**src/rtl/hazard_ctrl_if.sv**
```systemverilog
// rtl/hazard_ctrl_if.sv - pipeline-side hazard inputs and pipeline-register controls
interface hazard_ctrl_if;
    logic       id_ex_MemRead;
    logic [4:0] id_ex_rt;
    logic [4:0] if_id_rs;
    logic [4:0] if_id_rt;
    logic       if_id_use_rt;
    logic       branch_taken;
    logic       dmem_busy;
    logic       pc_write;
    logic       if_id_write;
    logic       if_id_flush;
    logic       id_ex_flush;
    logic       pipe_hold;

    modport master (
        output id_ex_MemRead, id_ex_rt, if_id_rs, if_id_rt, if_id_use_rt,
               branch_taken, dmem_busy,
        input  pc_write, if_id_write, if_id_flush, id_ex_flush, pipe_hold
    );

    modport slave (
        input  id_ex_MemRead, id_ex_rt, if_id_rs, if_id_rt, if_id_use_rt,
               branch_taken, dmem_busy,
        output pc_write, if_id_write, if_id_flush, id_ex_flush, pipe_hold
    );
endinterface

```
**src/rtl/hazard_ctrl.sv**
```systemverilog
// rtl/hazard_ctrl.sv - load-use / branch / dmem-wait hazard controller for the 5-stage core
// Define HAZARD_PERF_CNT_EN to build the saturating stall/flush/wait counters.
module hazard_ctrl #(
    parameter int COUNT_W = 32
) (
    input  logic               clk,
    input  logic               rst,
    hazard_ctrl_if.slave       hz,
    output logic [1:0]         state,
    output logic [COUNT_W-1:0] stall_cnt,
    output logic [COUNT_W-1:0] flush_cnt,
    output logic [COUNT_W-1:0] wait_cnt
);

    typedef enum logic [1:0] {
        ST_RUN    = 2'd0,
        ST_BUBBLE = 2'd1,
        ST_WAIT   = 2'd2,
        ST_ILL    = 2'd3
    } state_e;

    state_e state_q, state_d;
    logic   branch_pend_q, branch_pend_d;

    logic load_use;
    logic br;
    logic ev_stall, ev_flush, ev_wait;
    logic pc_write, if_id_write, if_id_flush, id_ex_flush, pipe_hold;

    assign load_use = hz.id_ex_MemRead && (hz.id_ex_rt != 5'd0) &&
                      ((hz.id_ex_rt == hz.if_id_rs) ||
                       (hz.if_id_use_rt && (hz.id_ex_rt == hz.if_id_rt)));

    // A branch resolved while memory was stalled is replayed on WAIT exit.
    assign br = hz.branch_taken || branch_pend_q;

    always_ff @(posedge clk) begin
        if (rst) begin
            state_q       <= ST_RUN;
            branch_pend_q <= 1'b0;
        end else begin
            state_q       <= state_d;
            branch_pend_q <= branch_pend_d;
        end
    end

    always_comb begin
        state_d       = ST_RUN;
        branch_pend_d = 1'b0;
        if (ev_wait) begin
            state_d       = ST_WAIT;
            branch_pend_d = (state_q == ST_WAIT) ? (branch_pend_q || hz.branch_taken)
                                                 : hz.branch_taken;
        end else if (ev_flush) begin
            state_d       = ST_RUN;
            branch_pend_d = 1'b0;
        end else if (ev_stall) begin
            state_d       = ST_BUBBLE;
        end
    end

    always_comb begin
        pc_write    = 1'b1;
        if_id_write = 1'b1;
        if_id_flush = 1'b0;
        id_ex_flush = 1'b0;
        pipe_hold   = 1'b0;
        ev_stall    = 1'b0;
        ev_flush    = 1'b0;
        ev_wait     = 1'b0;
        if (rst) begin
            pc_write    = 1'b0;
            if_id_write = 1'b0;
            if_id_flush = 1'b1;
            id_ex_flush = 1'b1;
        end else begin
            case (state_q)
                ST_RUN, ST_BUBBLE, ST_WAIT: begin
                    if (hz.dmem_busy) begin
                        pc_write    = 1'b0;
                        if_id_write = 1'b0;
                        pipe_hold   = 1'b1;
                        ev_wait     = 1'b1;
                    end else if (br) begin
                        if_id_flush = 1'b1;
                        id_ex_flush = 1'b1;
                        ev_flush    = 1'b1;
                    end else if (load_use && (state_q != ST_BUBBLE)) begin
                        // The bubble already separates the load from its user.
                        pc_write    = 1'b0;
                        if_id_write = 1'b0;
                        id_ex_flush = 1'b1;
                        ev_stall    = 1'b1;
                    end
                end
                default: ;
            endcase
        end
    end

    assign hz.pc_write    = pc_write;
    assign hz.if_id_write = if_id_write;
    assign hz.if_id_flush = if_id_flush;
    assign hz.id_ex_flush = id_ex_flush;
    assign hz.pipe_hold   = pipe_hold;
    assign state          = state_q;

`ifdef HAZARD_PERF_CNT_EN
    localparam logic [COUNT_W-1:0] CNT_ONE = {{(COUNT_W-1){1'b0}}, 1'b1};

    logic [COUNT_W-1:0] stall_cnt_q, stall_cnt_d;
    logic [COUNT_W-1:0] flush_cnt_q, flush_cnt_d;
    logic [COUNT_W-1:0] wait_cnt_q,  wait_cnt_d;

    // Counters stick at all-ones rather than wrapping.
    always_comb begin
        stall_cnt_d = stall_cnt_q;
        flush_cnt_d = flush_cnt_q;
        wait_cnt_d  = wait_cnt_q;
        if (ev_stall && (stall_cnt_q != '1)) stall_cnt_d = stall_cnt_q + CNT_ONE;
        if (ev_flush && (flush_cnt_q != '1)) flush_cnt_d = flush_cnt_q + CNT_ONE;
        if (ev_wait  && (wait_cnt_q  != '1)) wait_cnt_d  = wait_cnt_q  + CNT_ONE;
    end

    always_ff @(posedge clk) begin
        if (rst) begin
            stall_cnt_q <= '0;
            flush_cnt_q <= '0;
            wait_cnt_q  <= '0;
        end else begin
            stall_cnt_q <= stall_cnt_d;
            flush_cnt_q <= flush_cnt_d;
            wait_cnt_q  <= wait_cnt_d;
        end
    end

    assign stall_cnt = stall_cnt_q;
    assign flush_cnt = flush_cnt_q;
    assign wait_cnt  = wait_cnt_q;
`else
    assign stall_cnt = '0;
    assign flush_cnt = '0;
    assign wait_cnt  = '0;
`endif

endmodule

```
**src/flat_wrapper.sv**
```systemverilog
// flat-port wrapper written by rule: the top's interface ports become plain ports
module hazard_ctrl_flat 
#(
    parameter int COUNT_W = 32
)
  (clk, rst, state, stall_cnt, flush_cnt, wait_cnt, hz_id_ex_MemRead, hz_id_ex_rt, hz_if_id_rs, hz_if_id_rt, hz_if_id_use_rt, hz_branch_taken, hz_dmem_busy, hz_pc_write, hz_if_id_write, hz_if_id_flush, hz_id_ex_flush, hz_pipe_hold);
  hazard_ctrl_if hz_i ();
  input  logic clk;
  input  logic rst;
  output logic [1:0] state;
  output logic [COUNT_W-1:0] stall_cnt;
  output logic [COUNT_W-1:0] flush_cnt;
  output logic [COUNT_W-1:0] wait_cnt;
  input wire logic [$bits(hz_i.id_ex_MemRead)-1:0] hz_id_ex_MemRead;
  input wire logic [$bits(hz_i.id_ex_rt)-1:0] hz_id_ex_rt;
  input wire logic [$bits(hz_i.if_id_rs)-1:0] hz_if_id_rs;
  input wire logic [$bits(hz_i.if_id_rt)-1:0] hz_if_id_rt;
  input wire logic [$bits(hz_i.if_id_use_rt)-1:0] hz_if_id_use_rt;
  input wire logic [$bits(hz_i.branch_taken)-1:0] hz_branch_taken;
  input wire logic [$bits(hz_i.dmem_busy)-1:0] hz_dmem_busy;
  output wire logic [$bits(hz_i.pc_write)-1:0] hz_pc_write;
  output wire logic [$bits(hz_i.if_id_write)-1:0] hz_if_id_write;
  output wire logic [$bits(hz_i.if_id_flush)-1:0] hz_if_id_flush;
  output wire logic [$bits(hz_i.id_ex_flush)-1:0] hz_id_ex_flush;
  output wire logic [$bits(hz_i.pipe_hold)-1:0] hz_pipe_hold;
  assign hz_i.id_ex_MemRead = hz_id_ex_MemRead;
  assign hz_i.id_ex_rt = hz_id_ex_rt;
  assign hz_i.if_id_rs = hz_if_id_rs;
  assign hz_i.if_id_rt = hz_if_id_rt;
  assign hz_i.if_id_use_rt = hz_if_id_use_rt;
  assign hz_i.branch_taken = hz_branch_taken;
  assign hz_i.dmem_busy = hz_dmem_busy;
  assign hz_pc_write = hz_i.pc_write;
  assign hz_if_id_write = hz_i.if_id_write;
  assign hz_if_id_flush = hz_i.if_id_flush;
  assign hz_id_ex_flush = hz_i.id_ex_flush;
  assign hz_pipe_hold = hz_i.pipe_hold;
  hazard_ctrl #(.COUNT_W(COUNT_W)) u_core (.clk(clk), .rst(rst), .hz(hz_i), .state(state), .stall_cnt(stall_cnt), .flush_cnt(flush_cnt), .wait_cnt(wait_cnt));
endmodule
```
**config.mk**
```make
export PLATFORM = sky130hd
export DESIGN_NAME = hazard_ctrl_flat
export DESIGN_NICKNAME = d
export VERILOG_FILES = /design/src/rtl/hazard_ctrl_if.sv /design/src/rtl/hazard_ctrl.sv /design/src/flat_wrapper.sv
export SDC_FILE = /design/constraint.sdc
export NUM_CORES = 1
export LEC_CHECK = 0
export ABC_AREA = 1
export BUFFER_PORTS_ARGS = -buffer_cell sky130_fd_sc_hd__buf_2
export CAP_MARGIN = 30
export CORE_MARGIN = 2
export CORE_UTILIZATION = 37
export CTS_CLUSTER_DIAMETER = 150
export DETAILED_ROUTE_END_ITERATION = 10
export GPL_TIMING_DRIVEN = 0
export PLACE_DENSITY = 0.87
export SKIP_CTS_REPAIR_TIMING = 1
export SYNTH_ARGS = -nofsm -noshare
export SYNTH_HDL_FRONTEND = slang
export SYNTH_SLANG_ARGS = --single-unit
```
**constraint.sdc**
```tcl
create_clock -name clk -period 2.21 [get_ports clk]
set_input_delay 0.1105 -clock clk [delete_from_list [all_inputs] [get_ports clk]]
set_output_delay 0.1105 -clock clk [all_outputs]
set_load 0.005 [all_outputs]
```
== Word-level counts from Yosys, hierarchy flattened ==
Index checks and enable logic that the tools add are counted.

* Register bits: 3
* Input port bits: 21
* Logic and storage cells: 46

* Reductions and logical operators: 11
* Bitwise logic cells: 1
* Mux-type cells: 26
* Equal/unequal tests: 5

{| class="wikitable"
|+ Operators by type and width
! cell !! count
|-
| $mux W1 || 24
|-
| $eq A5 B5 Y1 || 2
|-
| $reduce_or A3 Y1 || 2
|-
| $reduce_bool A5 Y1 || 1
|-
| $logic_and A1 B1 Y1 || 4
|-
| $mux W2 || 2
|-
| $eq A2 B1 Y1 const B || 1
|-
| $eq A2 B2 Y1 const B || 1
|-
| $logic_not A2 Y1 || 1
|-
| $logic_or A1 B1 Y1 || 2
|-
| $ne A2 B1 Y1 const B || 1
|-
| $reduce_or A2 Y1 || 1
|-
| $not A1 Y1 || 1
|}

== Logic depth before layout (Yosys ltp) ==
* Word-level depth: 13
* Depth in mapped cells: 10
* Gate-level depth less buffers: 9

== Worst setup path before layout ==
No wires, ideal clock.

* Kind: reg-to-output
* From: register u_core.state_q[0] (netlist: u_core.state[0])
* To: output hz_pc_write
* Buffers on the path: 1
* Setup slack: 1,105 ps
* Arrival time: 994 ps
* Cell stages (with the launch flop): 9
* Path through: dfxtp_1 > inv_1 > o21ai_0 > o21bai_1 > inv_1 > nand3_1 > nand2_1 > inv_1 > buf_4

* Cells in the longest elaborated chain, start to end: 7
* Elaborated cells between the ends (all ways): 11
* Those cells by class: 3 x eq/ne; 5 x mux; 3 x reduce/logical

{| class="wikitable"
|+ Ends and longest elaborated chain
! element !! line !! RTL
|-
| start: declaration || hazard_ctrl.sv:22 || <nowiki>state_e state_q, state_d;</nowiki>
|-
| start signal: assignment || hazard_ctrl.sv:42 || <nowiki>state_q <= state_d;</nowiki>
|-
| $ne A2 B1 Y1 || hazard_ctrl.sv:88 || <nowiki>end else if (load_use && (state_q != ST_BUBBLE)) begin</nowiki>
|-
| $logic_and A1 B1 Y1 || hazard_ctrl.sv:88 ||
|-
| $mux W1 (3 in a row) || n/a ||
|-
| $mux W1 * (2 in a row) || n/a ||
|-
| end: declaration || flat_wrapper.sv:21 || <nowiki>output wire logic [$bits(hz_i.pc_write)-1:0] hz_pc_write;</nowiki>
|}

Mark *: on every way between the ends. The rest lies on a longest branch, timed or not.

== Final worst setup path ==
* From: register u_core.state_q[0] (netlist: u_core.state[0])
* To: output hz_pc_write

* Cells in the longest elaborated chain, start to end: 7
* Elaborated cells between the ends (all ways): 11
* Those cells by class: 3 x eq/ne; 5 x mux; 3 x reduce/logical

{| class="wikitable"
|+ Ends and longest elaborated chain
! element !! line !! RTL
|-
| $ne A2 B1 Y1 || hazard_ctrl.sv:88 ||
|-
| $logic_and A1 B1 Y1 || hazard_ctrl.sv:88 ||
|-
| $mux W1 || hazard_ctrl.sv:88 ||
|-
| $mux W1 || hazard_ctrl.sv:84 || <nowiki>end else if (br) begin</nowiki>
|-
| $mux W1 || hazard_ctrl.sv:79 || <nowiki>if (hz.dmem_busy) begin</nowiki>
|-
| $mux W1 * || hazard_ctrl.sv:77 || <nowiki>case (state_q)</nowiki>
|-
| $mux W1 * || hazard_ctrl.sv:71 || <nowiki>if (rst) begin</nowiki>
|}

Marked as above.

==> results_dict.tcl <==
set metrics [dict create \
    cellLeakagePower_nw 1.219 \
    fin_nets 324 \
    vias 1028 \
    start_util 0.3952 \
    worst_path_most_repeated_cell "inv_1" \
    path_clk_slew_ps 30 \
    antenna-diode-count 0 \
    setup_viol 0 \
    ys_seq_area_frac 0.05418 \
    cts.htree.levels 1 \
    ys.warnings.count 0 \
    synth_edf_count 0 \
    finalHoldViolations 0 \
    post-route-min-period_ps 1498 \
    max_freq_ghz 0.6677 \
    grt_overflow_total 0 \
    die_w_um 58.74 \
    cp-start-kind "flop" \
    cts-root-buf "clkbuf_4" \
    crit_chain "inv_1 > o21ai_0 > o21bai_1 > inv_1 > nand3_1 > nand2_1 > inv_1 > buf_4 > buf_2" \
    synth.most_common_cell "buf_4" \
    synth-main-ff-cell "dfxtp_1" \
    rsz0062_at_grt "no" \
    grtUsageTotal 0.1023 \
    synth_common_cells "97 x buf_4, 32 x nand2_1, 18 x inv_1" \
    ios 124 \
    max_stage_delay_ps 360 \
    synth.area.top_cells "buf_4 66%, nand2_1 11%, inv_1 6.1%" \
    fin_worst_skew_ps 1.645 \
    violations "design-rule violations" \
    wire_per_inst_um 5.973 \
    antenna_found_initial 0 \
    min_path_type "input port to flop" \
    slew_violations 0 \
    insertion_delay_ps 230 \
    coreArea_um2 2805 \
    drtIter0Drc 18 \
    drtAntennaViolNets 0 \
    critPathRequiredTime_ps 2100 \
    grt_max_degree 7 \
    rows 19 \
    syn_inst 176 \
    area_growth_pct 50.23 \
    routed_wl_um 1989 \
    outcome "complete, but fails checks" \
    criticalPathCategory "flop to primary output" \
    synth-seq-cells 3 \
    cts_made_buffers 3 \
    ys_types 18 \
    critPathCaptureType "primary output" \
    crit_fanout 4 \
    vias_per_cell 3.087 \
    max_cap_violations 0 \
    critPathTopFamily "buffers and inverters" \
    cp_slowest_cell "dfxtp_1" \
    p_per_area_nw_per_um2 234.9 \
    first_pass_iters 6 \
    portBuffers 27 \
    setup_tns_ps 0 \
    dpl.hpwl_um 1948 \
    critPathBufInv 5 \
    post-route-drc-count 9 \
    grt_pass1_vias 760 \
    design.die.area_um2 3450 \
    synth_top_area_share 0.6569 \
    async_reset_ff_frac 0 \
    fin_crit_sh 0.6777 \
    arrival_ps 1390 \
    gp_congestion 0.7674 \
    cts_tree "done" \
    power_uw 391.1 \
    synth_area_um2 1109 \
    yosysTopAreaCell "buf_4" \
    avgSynthCellArea_um2 6.299 \
    clock-sinks 3 \
    drive_gt1_frac 0.4338 \
    cts_buffer_depth 2 \
    hold_ws_ps 126.4 \
    ir_drop_mv 0.2888 \
    grt_pass1_wl_um 2870 \
    fp.dieH_um 58.74 \
]
[state kept, by name, indices dropped and copies added, names as in the netlist]
signal                cells
u_core.branch_pend_q      1
u_core.state              2
[layout make-up]
| type | instances | area, µm² |
|---|---|---|
| well taps | 31 | 38.79 |
| plain buffers | 97 | 728.2 |
| fillers | 280 | 1140 |
| multi-input cells | 152 | 605.6 |
| flip-flops and latches | 3 | 60.06 |
| repair buffers | 27 | 135.1 |
| clock buffers | 4 | 26.28 |
| inverters | 19 | 71.32 |
[path summary, 6_finish.rpt]
path	from	end	slack (ps)	cells after the start
setup / recovery	u_core.state[0]$_SDFF_PP0_	hz_pc_write	710	9
hold / removal	rst	u_core.state[1]$_SDFF_PP0_	130	2
setup reg to reg	u_core.state[0]$_SDFF_PP0_	u_core.state[0]$_SDFF_PP0_	1210	6
hold reg to reg	u_core.branch_pend_q$_SDFF_PP0_	u_core.state[0]$_SDFF_PP0_	560	3
[per-layer routing]
| metal | up-vias | GRT usage | share of wire |
|---|---|---|---|
| met1 | 381 | 0.1048 | 0.30 |
| li1 | 580 | - | - |
| met2 | 67 | 0.2095 | 0.53 |
| met5 | - | 0 | 0 |
| met4 | 0 | 0.02922 | 0 |
| met3 | 0 | 0.01319 | 0.17 |
[cells in the final DEF (no fill, tap or decap)]
cell / count
conb_1: 96
dfxtp_1: 3
o21bai_1: 1
nand3_2: 1
xnor2_1: 1
nand4_1: 1
buf_2: 27
nand2_2: 1
nor3_1: 1
nand2_1: 32
clkbuf_1: 1
nand3_1: 3
o21ai_0: 2
a21oi_1: 2
clkbuf_4: 3
nor2_2: 1
nor2_1: 9
inv_2: 1
a31oi_1: 1
inv_1: 18
buf_4: 97
[worst register-to-register path, cell delays in order, from the launching register on]
cell and delay [ps]:
dfxtp_1 360, inv_1 60, o21ai_0 150, o21bai_1 130
inv_1 70, nand3_2 80, nor2_2 40
[power by group]
group / internal, mW / switching (mW) / total, mW / leakage (nW)
combinational: 0.141 / 0.101 / 0.241 / 1.18
sequential: 0.0564 / 0.00163 / 0.0580 / 0.0246
clock: 0.0674 / 0.0243 / 0.0916 / 0.0150
[stage by stage]
stage / setup WS (ps) / utilization / cells / area (µm²)
final: 712.3 / 0.5937 / 333 / 1665
after global placement: 958.8 / 0.5843 / 329 / 1639
after CTS: 690.7 / 0.5937 / 333 / 1665
after floorplan: 1105 / - / 271 / 1465
after global routing: 551.3 / 0.5937 / 333 / 1665
after detailed placement: 938.9 / 0.5843 / 329 / 1639
[cell families (layout without fill, tap and decap cells)]
logic type / Yosys count / count (layout) / share of synthesized area
DFF: 3 / 3 / 0.05418
xor gates and xnor gates: 1 / 1 / 0.007902
buffers and inverters: 116 / 147 / 0.7212
other: 1 / 96 / 0.003383
and+or+nand+nor: 49 / 49 / 0.1828
AOI/OAI and AO/OA: 6 / 6 / 0.03048
No activity file was read; power rests on OpenSTA's default activity.
